### src/rtl/scan_resp_pkg.sv
// Shared types and defaults for the scan response monitor.
// Optional bit-compare feature is enabled with SCAN_RESP_BITCMP_EN.
package scan_resp_pkg;

  localparam int unsigned NUM_W_DEF  = 20;
  localparam int unsigned MISR_W_DEF = 32;
  localparam int unsigned PAT_W_DEF  = 16;
  localparam int unsigned MIS_W      = 16;

  localparam logic [31:0] MISR_POLY_DEF = 32'h04C11DB7;
  localparam logic [31:0] MISR_SEED_DEF = 32'hFFFFFFFF;

  typedef enum logic [2:0] {
    ST_IDLE,
    ST_SHIFT,
    ST_CAPT,
    ST_CMP,
    ST_DONE,
    ST_ABORT
  } state_t;

endpackage

### src/rtl/scan_misr.sv
// Multiple-input signature register: one shift/feedback step per enabled cycle.
// Serial input is folded into bit 0; load restores the seed.
module scan_misr
  import scan_resp_pkg::*;
#(
  parameter int unsigned     W    = MISR_W_DEF,
  parameter logic [W-1:0]    POLY = W'(MISR_POLY_DEF),
  parameter logic [W-1:0]    SEED = W'(MISR_SEED_DEF)
) (
  input  logic         clk,
  input  logic         rst_n,
  input  logic         load,
  input  logic         en,
  input  logic         din,
  output logic [W-1:0] sig
);

  logic [W-1:0] sig_step;

  always_comb begin
    sig_step = {sig[W-2:0], 1'b0} ^ (sig[W-1] ? POLY : '0) ^ W'(din);
  end

  always_ff @(posedge clk or negedge rst_n) begin
    if (!rst_n) begin
      sig <= SEED;
    end else if (load) begin
      sig <= SEED;
    end else if (en) begin
      sig <= sig_step;
    end
  end

endmodule

### src/rtl/scan_resp_monitor.sv
// Scan response monitor: compresses unloaded patterns, checks window lengths,
// and reports pass/fail at end of test. Optional macro: SCAN_RESP_BITCMP_EN.
module scan_resp_monitor
  import scan_resp_pkg::*;
#(
  parameter int unsigned       NUM_W     = NUM_W_DEF,
  parameter int unsigned       MISR_W    = MISR_W_DEF,
  parameter logic [MISR_W-1:0] MISR_POLY = MISR_W'(MISR_POLY_DEF),
  parameter logic [MISR_W-1:0] MISR_SEED = MISR_W'(MISR_SEED_DEF),
  parameter int unsigned       PAT_W     = PAT_W_DEF
) (
  input  logic              clk,
  input  logic              rst_n,
  input  logic              ADPLL_LOCK,
  input  logic [NUM_W-1:0]  ScanNum,
  input  logic              test_se,
  input  logic              scan_done,
  input  logic              so_vld,
  input  logic              scan_so,
  input  logic [MISR_W-1:0] exp_sig,
`ifdef SCAN_RESP_BITCMP_EN
  input  logic              exp_bit,
  output logic [MIS_W-1:0]  mis_cnt,
`endif
  output logic [MISR_W-1:0] resp_sig,
  output logic [PAT_W-1:0]  pat_cnt,
  output logic              resp_done,
  output logic              resp_pass,
  output logic              resp_err
);

  state_t state, state_nx;

  logic se_cur, se_prev, done_cur, done_prev;
  logic se_rise, se_fall, done_rise;

  logic start, new_win, accept, close_win, do_cmp, do_abort;
  logic compress;
  logic mis_ok;

  logic [NUM_W-1:0] bit_cnt, bit_cnt_inc, bit_cnt_nx;

  always_ff @(posedge clk or negedge rst_n) begin
    if (!rst_n) begin
      se_cur    <= 1'b0;
      se_prev   <= 1'b0;
      done_cur  <= 1'b0;
      done_prev <= 1'b0;
    end else begin
      se_cur    <= test_se;
      se_prev   <= se_cur;
      done_cur  <= scan_done;
      done_prev <= done_cur;
    end
  end

  assign se_rise   = se_cur & ~se_prev;
  assign se_fall   = ~se_cur & se_prev;
  assign done_rise = done_cur & ~done_prev;

  always_ff @(posedge clk or negedge rst_n) begin
    if (!rst_n) state <= ST_IDLE;
    else        state <= state_nx;
  end

  always_comb begin
    state_nx  = state;
    start     = 1'b0;
    new_win   = 1'b0;
    accept    = 1'b0;
    close_win = 1'b0;
    do_cmp    = 1'b0;
    do_abort  = 1'b0;
    unique case (state)
      ST_IDLE, ST_DONE: begin
        if (se_rise) begin
          state_nx = ST_SHIFT;
          start    = 1'b1;
        end
      end
      ST_SHIFT: begin
        if (!ADPLL_LOCK) begin
          state_nx = ST_ABORT;
          do_abort = 1'b1;
        end else begin
          accept = so_vld;
          // A window closing together with scan_done is still counted and checked.
          if (se_fall) begin
            close_win = 1'b1;
            state_nx  = ST_CAPT;
          end
          if (done_rise) state_nx = ST_CMP;
        end
      end
      ST_CAPT: begin
        if (!ADPLL_LOCK) begin
          state_nx = ST_ABORT;
          do_abort = 1'b1;
        end else if (done_rise) begin
          state_nx = ST_CMP;
        end else if (se_rise) begin
          state_nx = ST_SHIFT;
          new_win  = 1'b1;
        end
      end
      ST_CMP: begin
        if (!ADPLL_LOCK) begin
          state_nx = ST_ABORT;
          do_abort = 1'b1;
        end else begin
          state_nx = ST_DONE;
          do_cmp   = 1'b1;
        end
      end
      ST_ABORT: begin
        if (ADPLL_LOCK && !se_cur && !done_cur) state_nx = ST_IDLE;
      end
      default: state_nx = ST_IDLE;
    endcase
  end

  assign compress    = accept && (pat_cnt != '0);
  assign bit_cnt_inc = (&bit_cnt) ? bit_cnt : bit_cnt + NUM_W'(1);
  // Length check sees the bit accepted in the closing cycle.
  assign bit_cnt_nx  = accept ? bit_cnt_inc : bit_cnt;

  scan_misr #(
    .W    (MISR_W),
    .POLY (MISR_POLY),
    .SEED (MISR_SEED)
  ) u_misr (
    .clk   (clk),
    .rst_n (rst_n),
    .load  (start),
    .en    (compress),
    .din   (scan_so),
    .sig   (resp_sig)
  );

`ifdef SCAN_RESP_BITCMP_EN
  always_ff @(posedge clk or negedge rst_n) begin
    if (!rst_n) begin
      mis_cnt <= '0;
    end else if (start) begin
      mis_cnt <= '0;
    end else if (compress && (scan_so != exp_bit) && !(&mis_cnt)) begin
      mis_cnt <= mis_cnt + MIS_W'(1);
    end
  end
  assign mis_ok = (mis_cnt == '0);
`else
  assign mis_ok = 1'b1;
`endif

  always_ff @(posedge clk or negedge rst_n) begin
    if (!rst_n) begin
      bit_cnt   <= '0;
      pat_cnt   <= '0;
      resp_done <= 1'b0;
      resp_pass <= 1'b0;
      resp_err  <= 1'b0;
    end else if (start) begin
      bit_cnt   <= '0;
      pat_cnt   <= '0;
      resp_done <= 1'b0;
      resp_pass <= 1'b0;
      resp_err  <= 1'b0;
    end else if (do_abort) begin
      resp_done <= 1'b1;
      resp_pass <= 1'b0;
      resp_err  <= 1'b1;
    end else begin
      if (new_win) begin
        bit_cnt <= '0;
      end else begin
        bit_cnt <= bit_cnt_nx;
      end
      if (close_win) begin
        if (!(&pat_cnt)) pat_cnt <= pat_cnt + PAT_W'(1);
        if (bit_cnt_nx != ScanNum) resp_err <= 1'b1;
      end
      if (do_cmp) begin
        resp_done <= 1'b1;
        resp_pass <= (resp_sig == exp_sig) & ~resp_err & mis_ok;
      end
    end
  end

endmodule

### config.mk
export PLATFORM = sky130hd
export DESIGN_NAME = scan_resp_monitor
export DESIGN_NICKNAME = d
export VERILOG_FILES = /design/src/rtl/scan_resp_pkg.sv /design/src/rtl/scan_misr.sv /design/src/rtl/scan_resp_monitor.sv
export SDC_FILE = /design/constraint.sdc
export NUM_CORES = 1
export LEC_CHECK = 0
export BUFFER_PORTS_ARGS = -buffer_cell sky130_fd_sc_hd__buf_2
export CAP_MARGIN = 20
export CORE_AREA = 2 2 122 124
export CTS_BUF_LIST = sky130_fd_sc_hd__clkbuf_16
export DETAILED_ROUTE_END_ITERATION = 10
export DIE_AREA = 0 0 124 126
export PLACE_DENSITY = 0.6
export SLEW_MARGIN = 20
export SYNTH_ARGS = -nofsm -noshare
export SYNTH_HDL_FRONTEND = slang
export SYNTH_SLANG_ARGS = --single-unit
### constraint.sdc
create_clock -name clk -period 3.9 [get_ports clk]
set_input_delay 0.195 -clock clk [delete_from_list [all_inputs] [get_ports clk]]
set_output_delay 0.195 -clock clk [all_outputs]
set_load 0.005 [all_outputs]
==> results of run 1 <==
-- cells by family (layout without fill, tap and decap cells) --
logic type | count (synthesis) | count (layout) | share of synthesized area (%)
AND/OR/NAND/NOR | 201 | 201 | 21.6
AO/OA/AOI/OAI | 94 | 94 | 13.1
multiplexers | 32 | 32 | 6.64
XOR/XNOR | 79 | 79 | 14.0
buffers and inverters | 43 | 144 | 3.71
flip-flops | 78 | 78 | 40.2
adder cells (fa/ha/maj) | 3 | 3 | 0.758
-- worst max-delay path, stage by stage (launching register included) --
cell and delay (ns):
dfrtp_1 0.51, and4bb_1 0.59, nand2_1 0.22, a21oi_1 0.85
mux2i_1 0.27, nand4b_1 0.11, nor4_1 0.33, a21oi_1 0.12
-- metal layers --
metal  GRT usage (%)  vias to the layer above  share of wire [%]
li1                -                     2099                  -
met1            24.6                     2161                 44
met2            30.0                      168                 48
met3            4.44                       15                7.2
met4            4.36                        0                1.2
met5               0                        -                  0
-- power breakdown --
part	switching [mW]	total, mW	internal [mW]
sequential	0.215	1.22	1.01
clock	0.359	0.858	0.498
combinational	0.449	0.841	0.392
-- flip-flops by register name, indices dropped and copies added (netlist names) --
| name | count |
|---|---|
| se_cur | 1 |
| u_misr.sig | 32 |
| resp_pass | 1 |
| resp_done | 1 |
| done_prev | 1 |
| pat_cnt | 16 |
| resp_err | 1 |
| bit_cnt | 20 |
| state | 3 |
| done_cur | 1 |
| se_prev | 1 |
-- Yosys cell counts (8+ instances only) --
cell	instances	area share (%)
nand2_1	61	4.6
xnor2_1	50	8.8
dfrtp_1	46	23
dfstp_2	32	17
nor2_1	32	2.4
xor2_1	29	5.1
mux2i_1	25	5.1
o21ai_0	21	2.1
a21oi_1	20	2.0
nand4_1	19	2.4
o211ai_1	16	2.4
clkbuf_1	15	1.1
nor4_1	15	1.9
nand3_1	14	1.4
inv_1	13	0.99
buf_2	12	1.2
nor3_1	12	1.2
and3_1	8	1.0
-- final cells by class --
cell class	count	area, sq um	area share, %
tap	184	230	3.86
clock inverter	7	72.6	1.22
sequential	78	1990	33.4
timing repair buffer	115	604	10.1
clock buffer	9	225	3.77
inverter	13	48.8	0.817
multi-input combinational	409	2800	46.8
-- how the worst max path moves through the flow --
stage	start	endpoint	slack, ns	cells past startpoint
3_3_place_gp	state[1]	resp_err	1.04	7
2_1_floorplan	bit_cnt[1]	resp_err	1.60	9
4_1_cts	state[1]	resp_err	0.89	7
5_1_grt	state[1]	resp_err	0.58	7
3_5_place_dp	state[1]	resp_err	0.91	7
6_report	state[1]	resp_err	0.78	7
-- through the flow --
step | power (mW) | setup WS [ns] | instance area [sq um] | utilization [%] | cells
2_1_floorplan | 1.73 | 1.60 | 4950 | - | 530
3_3_place_gp | 2.04 | 1.04 | 5620 | 39.3 | 796
3_5_place_dp | 2.07 | 0.906 | 5620 | 39.3 | 796
4_1_cts | 2.94 | 0.889 | 5940 | 41.5 | 814
5_1_grt | 3.10 | 0.579 | 5970 | 41.7 | 815
6_report | 2.92 | 0.781 | 5970 | 41.7 | 815
-- placed cells by master (no fill, tap or decap), types with 3 or more instances in the layout --
master	instances
xor2_1	29
mux2i_1	25
clkbuf_16	9
and2_1	4
o211ai_1	16
nor3_1	11
dfrtp_1	46
o21a_1	3
nor2b_1	6
o21ai_0	21
nand2_1	61
a211oi_1	4
dfstp_2	32
ha_1	3
or3_1	7
o31ai_1	4
nand3_1	14
buf_2	108
nand2b_1	4
a21oi_1	20
mux2_2	7
dlygate4sd3_1	3
xnor2_1	50
nand4_1	19
nor2_1	32
buf_4	3
and4_1	6
and3_1	8
nor4_1	15
inv_1	13
==> metrics.txt, run 1 <==
HPWL after detailed placement 10100 microns; Final TNS setup 0 ns; # IOs 110; layout cells sized above 1 28.4%; period utilization between 70 and 80%; unrepaired setup endpoints after global routing false; CTS max path bufs 2; Die Ht 126 microns; FF+latch count, synth 78; TritonCTS buffer count 9; postcts setup bufs 0; number of max-cap violations 0; capturing point of the worst reg2reg path resp_err; Worst Hold End u_misr.sig[0]; core area roughly 14000 sq um; DR WL/cell about 17 microns; Core Rows 44; VDD IR max ~230 uV; Async S/R FF share, synth 100%; Clock Latency Late Sink 0.35 ns; Distinct cells, synth a little over 60; worst min path class input pin to flop; worst reg-to-reg setup slack 0.78 ns; Final Hold Vio Count 0; htree depth 3; mapped cell area 4950 sq um; total grt overflow 0; status complete, no violations; WP data arrival between 3 and 4 ns; die footprint 15600 sq um; GPL Wtd Cong 0.939; initial antenna violation count 0; Tmin final 3.12 ns; # setup viols final 0; largest net degree at the start of global routing a little under 80; vias in the first global route 4284; Worst Min Path Start scan_so; Reg2Reg Launch Point state[1]; Main synth FF type dfrtp_1; YS warnings 0; Final Max Tran Viols 0; Startpoint Class flop; Clock transition at path regs 0.07 ns; PostCTS Resize Cnt 0; Setup crit end kind flop; mean post-synth cell area about 9.3 sq um; Worst Path Required 4.12 ns; Final nets slightly below 700; vias between 4000 and 5000; leak pwr around 2.5 nW; first-pass GRT wire length 22500 microns; TritonCTS clock tree done; Die Span X 124 microns; n_diodes 0; Rel. slew slack about 30%; Root Buffer clkbuf_16; clock skew around 0.012 ns; PD cells 489 nW/um^2; crit-path max FO 13; All-Layer GR Usage a little under a fifth; DRT antenna net count 0; hold depth 3; Starting Density 34.6%; Initial DRT Pass Iterations 5; Routed WL 14000 microns; Mapped Nets 592; CP Class flop to flop; sequential area share after synthesis 40.2%; vias per inst 5.45; fmax approximately 320 MHz; Post-route DRC 0; number of synthesized flops with an enable pin 0; Reg2Reg Depth 7; Initial DRC Count around 190; Num Clock Sinks 78; actual slew at the worst max-slew pin 1.04 ns; area grow syn2layout 20.5%; Hold Slack ~0.13 ns; fillcell total 1425; Buffers on Ports between 100 and 150; cell count after synthesis 530; CTS hold repair buffers 2
(Power assumes the default switching activity.)
==> run 2, diff against run 1 <==
==> constraint.sdc (replaced) <==
create_clock -name clk -period 3 [get_ports clk]
set_input_delay 0.15 -clock clk [delete_from_list [all_inputs] [get_ports clk]]
set_output_delay 0.15 -clock clk [all_outputs]
set_load 0.005 [all_outputs]
==> run 2 against run 1 <==
Clock skew fell by 0.0046 ns. Worst setup slack got worse by 0.44 ns. Register-to-register slack got worse by 0.44 ns. Fmax rose by 17%. Critical path type unchanged. Combinational power rose by 32%.
==> metrics.txt, run 2 (synthesis results as in run 1) <==
final worst slack 0.344 ns (was 0.781 ns); cell family with most CP delay simple AND/OR/NAND/NOR gates (unchanged); vias 4394 (was 4443); Comb pwr share 29.9% (was 28.8%); max reg flops 32 (unchanged); worst min path class input pin to flop (unchanged); fmax 377 MHz (was 321 MHz); Die Ht 126 microns (unchanged); worst reg-to-reg setup slack 0.34 ns (was 0.78 ns); Pint 2.39 mW (was 1.90 mW); unrepaired setup endpoints after global routing false (unchanged); Post-route DRC 0 (unchanged); CP bufs+invs 0 (unchanged); Root Buffer clkbuf_16 (unchanged); period utilization 88.5% (was 80.0%); Setup crit end kind flop (unchanged); crit-path max FO 7 (was 13); DR WL/cell 17.0 microns (was 17.2 microns); Final TNS setup 0 ns (unchanged); PD cells 622 nW/um^2 (was 489 nW/um^2); Regs by FF count u_misr.sig (32), bit_cnt (20), pat_cnt (16) (unchanged); placed instance area 5650 sq um (was 5620 sq um); layout cells sized above 1 28.5% (was 28.4%); register share of total power 42.7% (was 41.9%); DRT antenna net count 0 (unchanged); Core Rows 44 (unchanged); Final Max Tran Viols 0 (unchanged); All-Layer GR Usage 18.6% (was 18.4%); Startpoint Class flop (unchanged); Final Hold Vio Count 0 (unchanged); status complete, no violations (unchanged); most common cell after layout, fill and taps aside buf_2 (unchanged); n_diodes 0 (unchanged); area grow syn2layout 20.4% (was 20.5%); Initial DRT Pass Iterations 4 (was 5); Routed WL 13900 microns (was 14000 microns); NetSw 1.32 mW (was 1.02 mW); clock skew 0.00738 ns (was 0.0120 ns); vias in the first global route 4264 (was 4284); # IOs 110 (unchanged); first-pass GRT wire length 22500 microns (about the same); fillcell total 1412 (was 1425); CTS max path bufs 2 (unchanged); actual slew at the worst max-slew pin 0.738 ns (was 1.04 ns); CP Class flop to flop (unchanged); Clock power frac 27.4% (was 29.4%); Slowest cell on crit path or4b_4 (was a21oi_1); TritonCTS clock tree done (unchanged); cells along the critical path ha_1 > and3_1 > or4b_4 > a211oi_2 > xnor2_1 > o2111ai_1 > nor4_1 > a21oi_1 (was and4bb_1 > nand2_1 > a21oi_1 > mux2i_1 > nand4b_1 > nor4_1 > a21oi_1); # setup viols final 0 (unchanged); Worst Path Required 3.21 ns (was 4.12 ns); HPWL after detailed placement 10100 microns (about the same); total grt overflow 0 (unchanged); Clock transition at path regs 0.06 ns (was 0.07 ns); Die Span X 124 microns (unchanged); Clock Latency Late Sink 0.34 ns (was 0.35 ns); core area 14300 sq um (unchanged); TritonCTS buffer count 9 (unchanged); PostCTS Resize Cnt 0 (unchanged); VDD IR max 359 uV (was 234 uV); die footprint 15600 sq um (unchanged); Sw Share 35.6% (was 35.0%); vias per inst 5.37 (was 5.45); Final nets 691 (was 688); Tmin final 2.66 ns (was 3.12 ns); Starting Density 34.6% (unchanged); number of max-cap violations 0 (unchanged); most frequent cells in the layout buf_2, nand2_1, xnor2_1 (unchanged); WP data arrival 2.86 ns (was 3.34 ns); initial antenna violation count 0 (unchanged); Num Clock Sinks 78 (unchanged); Initial DRC Count 260 (was 192); Setup Slack @ Placement 0.410 ns (was 0.906 ns); htree depth 3 (unchanged); leak pwr 2.53 nW (about the same); Rel. slew slack 50.8% (was 30.4%); largest net degree at the start of global routing 79 (unchanged); most flop-heavy register u_misr.sig (unchanged); Buffers on Ports 109 (unchanged); Worst path max stage delay 0.53 ns (was 0.85 ns); utilization after layout 41.7% (about the same); Post-Layout Inst Area 5960 sq um (was 5970 sq um); GPL Wtd Cong 0.924 (was 0.939)
## run 2: changes by cell type in the layout (fill, tap and decap cells not counted), sizes merged
cell	delta
inv	-1
bufinv	-1
clkinv	+2
buf	+3
## run 2: metal layers
| metal | part of all wire [%] | up-vias | GRT usage, % |
|---|---|---|---|
| met5 | 0 | - | 0 |
| met4 | 1.3 | 0 | 5.62 |
| met3 | 6.4 | 15 | 4.21 |
| met2 | 47 | 157 | 28.5 |
| met1 | 45 | 2115 | 26.0 |
| li1 | - | 2107 | - |
## run 2: layout make-up
type	count	area (sq um)	area share, %
multi-input combinational	409	2790	46.8
clock inverter	7	50.0	0.839
sequential	78	1990	33.4
clock buffer	9	225	3.78
timing repair buffer	118	627	10.5
inverter	13	48.8	0.818
tap	184	230	3.86
## run 2: timing repair
| action | in CTS | in global routing |
|---|---|---|
| hold buffers | 2 | 1 |
| hold endpoints to repair | 2 | 46 |
| setup buffers | 0 | 0 |
## run 2: final timing paths
kind,endpoint,startpoint,cells after the start
worst max-delay path,resp_err,bit_cnt[1],8
worst min-delay path,u_misr.sig[0],scan_so,3
worst max register to register,resp_err,bit_cnt[1],8
worst min register to register,done_prev,done_cur,0
max in group asynchronous,pat_cnt[6],rst_n,2
min in group asynchronous,bit_cnt[17],rst_n,2
## run 2: metrics by stage
step	hold slack (ns)	instances	power (mW)
after floorplan	-0.146	530	2.25
final	0.0834	818	3.71
after CTS	0.0284	817	3.74
after detailed placement	0.260	799	2.71
after global routing	0.104	818	3.95
after global placement	0.261	799	2.67
## run 2: worst min-delay path: stages
cell,delay [ns]
buf_2,0.08
xnor2_1,0.11
o211ai_1,0.08
## run 2: power by group through the flow
stage	Combinational (mW)	Sequential, mW	Clock (mW)
6_report	1.11	1.58	1.02
5_1_grt	1.22	1.63	1.09
4_1_cts	1.11	1.59	1.04
3_5_place_dp	1.11	1.60	0
3_3_place_gp	1.07	1.59	0
2_1_floorplan	0.740	1.51	0
==> run 3, diff against run 2 <==
--- a/config.mk
+++ b/config.mk
@@ -7,10 +7,10 @@
 export LEC_CHECK = 0
 export BUFFER_PORTS_ARGS = -buffer_cell sky130_fd_sc_hd__buf_2
 export CAP_MARGIN = 20
-export CORE_AREA = 2 2 122 124
+export CORE_AREA = 2 2 117 130
 export CTS_BUF_LIST = sky130_fd_sc_hd__clkbuf_16
 export DETAILED_ROUTE_END_ITERATION = 10
-export DIE_AREA = 0 0 124 126
+export DIE_AREA = 0 0 119 132
 export PLACE_DENSITY = 0.6
 export SLEW_MARGIN = 20
 export SYNTH_ARGS = -nofsm -noshare
==> run 3 against run 2 <==
Final cell count grew 1.1%. Clock skew grew 0.0024 ns. Highest routed layer unchanged. Sequential share of layout area shrank 0.077 points. Non-clock buffer count grew 1. Sequential cell count is the same. Routed wire length shrank 0.10%. Critical path type unchanged. Fmax shrank 0.14%.
==> metrics.txt, run 3 (synthesis results as in run 1) <==
Core Rows 46 (was 44); Post-route DRC 0 (unchanged); vias 4387 (was 4394); Setup crit end kind flop (unchanged); DR WL/cell 16.8 microns (was 17.0 microns); total grt overflow 0 (unchanged); most flop-heavy register u_misr.sig (unchanged); Die Span X 119 microns (was 124 microns); Initial DRC Count 317 (was 260); Tmin final 2.66 ns (about the same); Reg2Reg Launch Point state[1] (was bit_cnt[1]); fillcell total 1462 (was 1412); Final Max Tran Viols 0 (unchanged); Clock Latency Late Sink 0.35 ns (was 0.34 ns); HPWL after detailed placement 10200 microns (was 10100 microns); area grow syn2layout 20.7% (was 20.4%); Reg2Reg Depth 7 (was 8); worst reg-to-reg setup slack 0.34 ns (about the same); CTS max path bufs 2 (unchanged); period utilization 88.7% (was 88.5%); die footprint 15700 sq um (was 15600 sq um); Worst Min Path Start scan_so (unchanged); CP Class flop to flop (unchanged); Clock transition at path regs 0.07 ns (was 0.06 ns); Worst Hold End u_misr.sig[0] (unchanged); highest layer used for signal routing met4 (unchanged); Final nets 692 (was 691); All-Layer GR Usage 18.0% (was 18.6%); number of max-cap violations 0 (unchanged); status complete, no violations (unchanged); TritonCTS buffer count 9 (unchanged); unrepaired setup endpoints after global routing false (unchanged); VDD IR max 334 uV (was 359 uV); placed instance area 5660 sq um (was 5650 sq um); routed length on met1 6180 microns (was 6310 microns); Worst Path Required 3.22 ns (was 3.21 ns); GPL Wtd Cong 0.961 (was 0.924); Final Hold Vio Count 0 (unchanged); hold depth 3 (unchanged); # setup viols final 0 (unchanged); Routed WL 13900 microns (about the same); Final TNS setup 0 ns (unchanged); Startpoint Class flop (unchanged); DRT antenna net count 0 (unchanged); n_diodes 0 (unchanged); crit-path max FO 13 (was 7); met2 wire len 6680 microns (was 6520 microns); layout cells sized above 1 28.7% (was 28.5%); Worst Setup SP state[1] (was bit_cnt[1]); fin cells 827 (was 818); Starting Density 34.6% (about the same); Rel. slew slack 50.0% (was 50.8%); htree depth 3 (unchanged); Die Ht 132 microns (was 126 microns); clock skew 0.00974 ns (was 0.00738 ns); TritonCTS clock tree done (unchanged); Num Clock Sinks 78 (unchanged); vias per inst 5.30 (was 5.37); core area 14300 sq um (about the same); met3 wire length 750 microns (was 889 microns); initial antenna violation count 0 (unchanged); worst min path class input pin to flop (unchanged); Cells after DPL 808 (was 799); # IOs 110 (unchanged); fmax 376 MHz (was 377 MHz); actual slew at the worst max-slew pin 0.750 ns (was 0.738 ns); most common cell after layout, fill and taps aside buf_2 (unchanged); leak pwr 2.53 nW (about the same); Regs by FF count u_misr.sig (32), bit_cnt (20), pat_cnt (16) (unchanged); capturing point of the worst reg2reg path resp_err (unchanged); Initial DRT Pass Iterations 6 (was 4); Root Buffer clkbuf_16 (unchanged); WP data arrival 2.88 ns (was 2.86 ns); Post-Layout Inst Area 5980 sq um (was 5960 sq um); max reg flops 32 (unchanged); Buffers on Ports 109 (unchanged); most frequent cells in the layout buf_2, nand2_1, xnor2_1 (unchanged); vias in the first global route 4266 (was 4264); first-pass GRT wire length 22800 microns (was 22500 microns); PD cells 621 nW/um^2 (was 622 nW/um^2); largest net degree at the start of global routing 79 (unchanged)
run 3: cell types whose count changed in the layout (fill, tap and decap cells not counted), sizes merged:
cell | previous run | this run
clkinv | 6 | 2
inv | 14 | 17
clkinvlp | 0 | 1
buf | 115 | 116
run 3: where the power goes:
group / switching (mW) / leakage, nW / internal, mW / total [mW]
sequential: 0.275 / 0.959 / 1.31 / 1.59
combinational: 0.585 / 1.44 / 0.514 / 1.10
clock: 0.467 / 0.135 / 0.563 / 1.03
run 3: worst max path at each step:
| stage | end | slack [ns] | cells past startpoint |
|---|---|---|---|
| after CTS | resp_err | 0.35 | 7 |
| after global placement | resp_err | 0.34 | 7 |
| after detailed placement | resp_err | 0.38 | 7 |
| after global routing | resp_err | 0.04 | 8 |
| final | resp_err | 0.34 | 7 |
| after floorplan | resp_err | 0.70 | 9 |
run 3: final cells by class:
| cell class | count | area [sq um] | area share, % |
|---|---|---|---|
| clock buffers | 9 | 225 | 3.77 |
| clock inverters | 7 | 46.3 | 0.775 |
| inverters | 13 | 48.8 | 0.816 |
| multi-input cells | 409 | 2790 | 46.7 |
| flip-flops and latches | 78 | 1990 | 33.3 |
| well taps | 192 | 240 | 4.02 |
| repair buffers | 119 | 634 | 10.6 |
run 3: metrics by stage:
stage	power [mW]	hold WS, ns	utilization (%)	setup slack, ns
floorplan	2.25	-0.146	-	0.697
global route	3.95	0.103	41.7	0.0426
finish	3.71	0.0820	41.7	0.340
CTS	3.74	0.0170	41.5	0.354
detailed placement	2.70	0.259	39.5	0.376
global placement	2.67	0.261	39.5	0.341
run 3: timing repair:
| item | in CTS | in global routing |
|---|---|---|
| gates resized for setup | 0 | 0 |
| hold buffers | 2 | 1 |
| setup buffers | 0 | 0 |
| hold endpoints to repair | 2 | 46 |
run 3: critical path: stages (launching register included):
cell,delay [ns]
dfrtp_1,0.49
nand4bb_1,0.33
nor4_1,0.46
or4b_1,0.55
xnor2_1,0.16
nand4_1,0.16
nor4_1,0.28
a21oi_1,0.10
run 3: per-layer routing:
layer	vias up	GRT usage, %
li1	2102	-
met1	2121	24.5
met2	147	28.9
met3	17	3.07
met4	0	6.42
met5	-	0
